===== config.mk =====
export PLATFORM = sky130hd
export DESIGN_NAME = flag_unit
export DESIGN_NICKNAME = d
export VERILOG_FILES = /design/src/rtl/flag_unit_pkg.sv /design/src/rtl/flag_calc.sv /design/src/rtl/flag_unit.sv
export SDC_FILE = /design/constraint.sdc
export NUM_CORES = 1
export LEC_CHECK = 0
export BUFFER_PORTS_ARGS = -buffer_cell sky130_fd_sc_hd__clkbuf_2
export CAP_MARGIN = 20
export CORE_MARGIN = 4
export CORE_UTILIZATION = 33
export DETAILED_ROUTE_END_ITERATION = 16
export PLACE_DENSITY = 0.85
export SLEW_MARGIN = 25
export SYNTH_ARGS = -nofsm -noshare
export SYNTH_HDL_FRONTEND = slang
export SYNTH_SLANG_ARGS = --single-unit

===== constraint.sdc =====
create_clock -name i_clk -period 1.2 [get_ports i_clk]
set_input_delay 0.06 -clock i_clk [delete_from_list [all_inputs] [get_ports i_clk]]
set_output_delay 0.06 -clock i_clk [all_outputs]
set_load 0.05 [all_outputs]

===== src/rtl/flag_unit_pkg.sv =====
// flag_unit_pkg: flag-class encodings and flag bit positions shared by
// the flag producer (flag_unit) and the flag tester on the PC-mux side.
package flag_unit_pkg;

    // OP_FL flag-class encodings; unlisted codes behave as FL_NONE.
    typedef enum logic [2:0] {
        FL_ADD   = 3'b000,
        FL_SUB   = 3'b001,
        FL_LOGIC = 3'b010,
        FL_SHIFT = 3'b011,
        FL_LOAD  = 3'b100,
        FL_NONE  = 3'b111
    } fl_op_e;

    // Bit positions inside the packed {O,S,C,Z} flag vector.
    localparam int FLAG_O = 3;
    localparam int FLAG_S = 2;
    localparam int FLAG_C = 1;
    localparam int FLAG_Z = 0;

    typedef logic [3:0] flags_t;

endpackage


===== src/rtl/flag_calc.sv =====
// flag_calc: combinational next-flag generator. Inputs: operands A/B,
// result R, adder carry, shifter bit-out, flag class. Outputs: next
// {O,S,C,Z} and whether the class writes the flags at all.
module flag_calc
    import flag_unit_pkg::*;
#(
    parameter int WIDTH = 16
) (
    input  logic [WIDTH-1:0] i_a,
    input  logic [WIDTH-1:0] i_b,
    input  logic [WIDTH-1:0] i_r,
    input  logic             i_c_alu,
    input  logic             i_shift_out,
    input  logic [2:0]       i_op_fl,
    output flags_t           o_flags,
    output logic             o_upd
);

    localparam int MSB = WIDTH - 1;

    logic w_a_msb;
    logic w_b_msb;
    logic w_r_msb;
    logic w_zero;
    logic w_unused;

    assign w_a_msb = i_a[MSB];
    assign w_b_msb = i_b[MSB];
    assign w_r_msb = i_r[MSB];
    assign w_zero  = (i_r == '0);

    // Only the sign bits of the operands matter for overflow.
    assign w_unused = ^{i_a[MSB-1:0], i_b[MSB-1:0]};

    always_comb begin
        o_flags = '0;
        o_upd   = 1'b1;
        o_flags[FLAG_S] = w_r_msb;
        o_flags[FLAG_Z] = w_zero;
        case (i_op_fl)
            FL_ADD: begin
                o_flags[FLAG_C] = i_c_alu;
                o_flags[FLAG_O] = (w_a_msb == w_b_msb)
                                && (w_r_msb != w_a_msb);
            end
            FL_SUB: begin
                // Carry is active-high "no borrow" straight from the adder.
                o_flags[FLAG_C] = i_c_alu;
                o_flags[FLAG_O] = (w_a_msb != w_b_msb)
                                && (w_r_msb != w_a_msb);
            end
            FL_LOGIC: begin
                o_flags[FLAG_C] = 1'b0;
            end
            FL_SHIFT: begin
                o_flags[FLAG_C] = i_shift_out;
            end
            FL_LOAD: begin
                o_flags = i_r[3:0];
            end
            default: begin
                o_flags = '0;
                o_upd   = 1'b0;
            end
        endcase
    end

endmodule


===== src/rtl/flag_unit.sv =====
// flag_unit: architectural O/S/C/Z flag registers, one-deep shadow for
// save/restore, and sticky overflow. Inputs: ALU operands/result/carry,
// shifter bit-out, flag class, valid, stall, save, restore, clear-SO.
// Outputs: registered O, S, C, Z and SO, all straight from flops.
module flag_unit
    import flag_unit_pkg::*;
#(
    parameter int WIDTH = 16
) (
    input  logic             i_clk,
    input  logic             i_reset_n,
    input  logic [WIDTH-1:0] i_a,
    input  logic [WIDTH-1:0] i_b,
    input  logic [WIDTH-1:0] i_r,
    input  logic             i_c_alu,
    input  logic             i_shift_out,
    input  logic [2:0]       i_op_fl,
    input  logic             i_valid,
    input  logic             i_stall,
    input  logic             i_save,
    input  logic             i_restore,
    input  logic             i_clr_so,
    output logic             o_o,
    output logic             o_s,
    output logic             o_c,
    output logic             o_z,
    output logic             o_so
);

    flags_t r_flags;
    flags_t r_shadow;
    logic   r_so;

    flags_t w_next;
    logic   w_calc_upd;
    logic   w_upd;
    logic   w_set_so;

    flag_calc #(
        .WIDTH       (WIDTH)
    ) u_calc (
        .i_a         (i_a),
        .i_b         (i_b),
        .i_r         (i_r),
        .i_c_alu     (i_c_alu),
        .i_shift_out (i_shift_out),
        .i_op_fl     (i_op_fl),
        .o_flags     (w_next),
        .o_upd       (w_calc_upd)
    );

    assign w_upd = i_valid && w_calc_upd;

    // SO tracks the O value actually written, so restore wins over update.
    assign w_set_so = i_restore ? r_shadow[FLAG_O]
                                : (w_upd && w_next[FLAG_O]);

    always_ff @(posedge i_clk or negedge i_reset_n) begin
        if (!i_reset_n) begin
            r_flags  <= '0;
            r_shadow <= '0;
            r_so     <= 1'b0;
        end else if (!i_stall) begin
            if (i_restore) begin
                r_flags <= r_shadow;
            end else if (w_upd) begin
                r_flags <= w_next;
            end
            // Captures the pre-update flags; with restore this is a swap.
            if (i_save) begin
                r_shadow <= r_flags;
            end
            if (w_set_so) begin
                r_so <= 1'b1;
            end else if (i_clr_so) begin
                r_so <= 1'b0;
            end
        end
    end

    assign o_o  = r_flags[FLAG_O];
    assign o_s  = r_flags[FLAG_S];
    assign o_c  = r_flags[FLAG_C];
    assign o_z  = r_flags[FLAG_Z];
    assign o_so = r_so;

endmodule


==> results <==
- The clock root buffer is sky130_fd_sc_hd__clkbuf_4.
- After the last flow step, the layout net total stands at 157.
- The setup TNS after final layout is 0 ns.
- The die covers 2490 sq um.
- Across the VDD grid, the largest voltage drop is 0.000489 V.
- The placed instance count is 107.
- The post-detailed-route wirelength per cell is 13.4 um.
- Routability-driven placement finished with a final weighted congestion of 0.836.
- The detailed router's first-iteration violation count is 3.
- The number of buffers added for setup after CTS is 0.
- The cell type of the slowest stage on the worst timing path is sky130_fd_sc_hd__dfrtp_1.
- The total power draw is 0.993 mW.
- Summed over all nets, the half-perimeter wirelength after detailed placement is 1250 um.
- The total overflow left after global routing is 0.
- The total power per unit cell area is 1230 nW/um^2.
- The required time of the critical path is 1.14 ns.
- Data arrives at the worst endpoint at 0.94 ns.
- The initial antenna violation count is 0.
- Wires add up to 1500 um.
- After clock tree synthesis, the clock-pin slew on the worst setup and hold paths is 0.06 ns.
- The depth of the worst register-to-register path is 4.
- The slack of the worst reg-to-reg path is 0.28 ns.
- The worst-case hold slack is 0.0808 ns.
- The share of the clock period used by the worst path is 0.832.
- The number of global-route vias before repair is 584.
- Setup violations remaining at the end of the flow were counted as 0.
- The remaining max-slew budget at the tightest pin is 0.746.
- Traced cell by cell, the critical path runs through clkbuf_2.
- The number of different library cells used by synthesis comes to 29.
- The first global-routing pass estimated 2410 um of wire.
- The core region is 1580 sq um.
- The number of buffer and inverter stages on the critical path is 1.
- The count of fill cells added during filler insertion is 153.
- In this run, CTS created clock tree buffers numbering 3.
- The synthesized area per cell is 10.2 sq um.
- The cell count after synthesis came out at 57.
- Max-cap violations in this run came to 0.
- The count of buffers added on input and output ports is 34.
- The initial core utilization is 0.368.
- The total stage count of the critical path is 1.
- The run finished with clean final reports.
- The number of failing hold endpoints at the final stage is 0.
- The end point of the critical path is o_o.
- The worst hold path belongs to the class in2reg.
- The total count of max-transition violations in the final report is 0.
- Summing every instance area after synthesis gives 581 sq um.
- The transition time of the tightest slew-check pin is 0.380 ns.
- The number of standard cells in the layout, taps in and fillers out is 112.
- The launch instance of the worst register-to-register path is r_shadow[3].
- The area of combinational cells with multiple inputs is 335 sq um.
- For this design, the sink count on the clock tree is 9.
- The number of H-tree branching levels is 1.
- The routed layout has 583 vias.
- The synthesized netlist net count is 117.
- Setup repair after global routing left no endpoint under its margin.
- The pin count of the biggest net entering global routing is 11.
- The clock latency of the later-clocked register in the worst-skew pair is 0.26 ns.
- Row generation in the floorplan step produced 14 rows.
- The sort of element at the start of the critical path is a flip-flop.
- Measured along the x axis, the die boundary spans 49.9 um.
- The CTS tree is done.
- The share of the Yosys chip area taken by registers is 0.388.
- For this run, the total global-route usage over all layers was measured as 0.128.
- The maximum single-stage delay on the critical path is 0.39 ns.
- The die is 49.9 um tall.
- The upper clock frequency limit is 1000 MHz.
- The length of the first detailed-routing pass in iterations is 4.
- The leakage component of the power is 0.402 nW.
- Leaving out fill and tap cells, the most frequent cell in the layout is sky130_fd_sc_hd__clkbuf_2.
- The clock skew after layout is 0.00317 ns.
- The worst reg2reg path endpoint is r_flags[3].
- In this run the count of I/O pins placed on the die edge is 65.
- The longest clock path from root to sink contains 2 buffers.
- The highest net fanout along the worst path is 3.
- In the final layout, the share of cells above drive strength 1 is 0.510.
- The top cell types in the final layout, fill and taps aside, are sky130_fd_sc_hd__clkbuf_2 (34), sky130_fd_sc_hd__dfrtp_1 (9), sky130_fd_sc_hd__o21ai_0 (6).
- The register area is 225 sq um.
- Counting flops and latches in the post-synthesis netlist gives 9.
- The diode insertion count for antenna repair is 0.
- The post-detailed-route DRC marker count is 0.
- The kind of end point of the critical path is an output pin.
- The startpoint-to-endpoint class of the critical path is reg2out.
- In this run the remaining antenna-violating nets after routing total 0.
- The area growth from synthesis to layout is 38.8%.
- The cell type group with the largest total delay on the critical path is flip-flops.
- The ratio of routed vias to standard cells is 5.21.
- The launching instance or port of the critical path is r_flags[3].
- The synthesis warning total is 0.
- The routed design could run at a clock period as short as 0.999 ns.
[flip-flops by register name, indices dropped and copies added, names as in the netlist]
| register | count |
|---|---|
| r_flags | 4 |
| o_so | 1 |
| r_shadow | 4 |
[worst min-delay path by stage]
stage | from | end | slack (ns) | cells past startpoint
after floorplan | i_reset_n | o_so | -0.24 | 0
after global placement | i_reset_n | r_shadow[1] | -0.08 | 1
after detailed placement | i_reset_n | r_shadow[1] | -0.08 | 1
after CTS | i_clr_so | o_so | 0.08 | 4
after global routing | i_clr_so | o_so | 0.13 | 4
final | i_clr_so | o_so | 0.08 | 4
[logic make-up after synthesis]
| kind of cell | after synthesis | share of synthesized area |
|---|---|---|
| simple gates | 22 | 0.250 |
| buf+inv | 3 | 0.0345 |
| mux | 6 | 0.121 |
| compound gates | 16 | 0.192 |
| xor+xnor | 1 | 0.0151 |
| flops | 9 | 0.388 |
[area by class of cell]
| cell class | instances | area share |
|---|---|---|
| multi-input combinational | 45 | 0.416 |
| clock buffer | 4 | 0.0326 |
| sequential | 9 | 0.280 |
| timing repair buffer | 37 | 0.242 |
| inverter | 1 | 0.00466 |
| tap | 16 | 0.0248 |
[metal layers]
| metal | up-vias | part of all wire | global-route usage |
|---|---|---|---|
| met4 | 0 | 0.027 | 0.0968 |
| met2 | 30 | 0.44 | 0.207 |
| met1 | 258 | 0.46 | 0.146 |
| met5 | - | 0 | 0 |
| li1 | 291 | - | - |
| met3 | 4 | 0.073 | 0.0271 |
[timing repair]
action / 4_1_cts / 5_1_grt
hold buffers: 1 / 0
hold endpoints to repair: 9 / 0
resized for setup: 0 / 0
[power by group]
part | switching (mW) | internal, mW
logic | 0.214 | 0.141
registers | 0.0396 | 0.367
clock network | 0.103 | 0.128
total | 0.357 | 0.636
[synthesized netlist by cell type]
master                     count  share of area
sky130_fd_sc_hd__and4b_1       1          0.017
sky130_fd_sc_hd__a31oi_1       2          0.022
sky130_fd_sc_hd__nor4_4        1          0.037
sky130_fd_sc_hd__nor2_1        2          0.013
sky130_fd_sc_hd__nor3_1        3          0.026
sky130_fd_sc_hd__a21oi_1       2          0.017
sky130_fd_sc_hd__dfrtp_1       9           0.39
sky130_fd_sc_hd__mux2_2        4          0.078
sky130_fd_sc_hd__a22o_1        1          0.015
sky130_fd_sc_hd__or2_4         1          0.015
sky130_fd_sc_hd__and2b_1       1          0.013
sky130_fd_sc_hd__nand2b_1      3          0.032
sky130_fd_sc_hd__a21oi_2       1          0.015
sky130_fd_sc_hd__inv_1         1         0.0065
sky130_fd_sc_hd__mux2_4        1          0.026
sky130_fd_sc_hd__o21ai_2       1          0.015
sky130_fd_sc_hd__mux2i_1       1          0.017
sky130_fd_sc_hd__o31ai_1       1          0.013
sky130_fd_sc_hd__xnor2_1       1          0.015
sky130_fd_sc_hd__nand2_1       3          0.019
sky130_fd_sc_hd__buf_2         1         0.0086
sky130_fd_sc_hd__nand3b_1      1          0.013
sky130_fd_sc_hd__o41ai_2       1          0.028
sky130_fd_sc_hd__nor2b_1       3          0.032
sky130_fd_sc_hd__nand4_1       1          0.011
sky130_fd_sc_hd__buf_6         1          0.019
sky130_fd_sc_hd__nor4_1        2          0.022
sky130_fd_sc_hd__o21ai_0       6          0.052
sky130_fd_sc_hd__o41ai_1       1          0.015
[stage by stage]
stage / setup slack [ns] / cell area (sq um) / util
global placement: 0.107 / 769 / 0.488
finish: 0.201 / 806 / 0.511
CTS: 0.213 / 806 / 0.511
detailed placement: 0.0876 / 769 / 0.488
global route: 0.168 / 806 / 0.511
floorplan: 0.197 / 581 / -
Power figures use the tool's default switching activity.
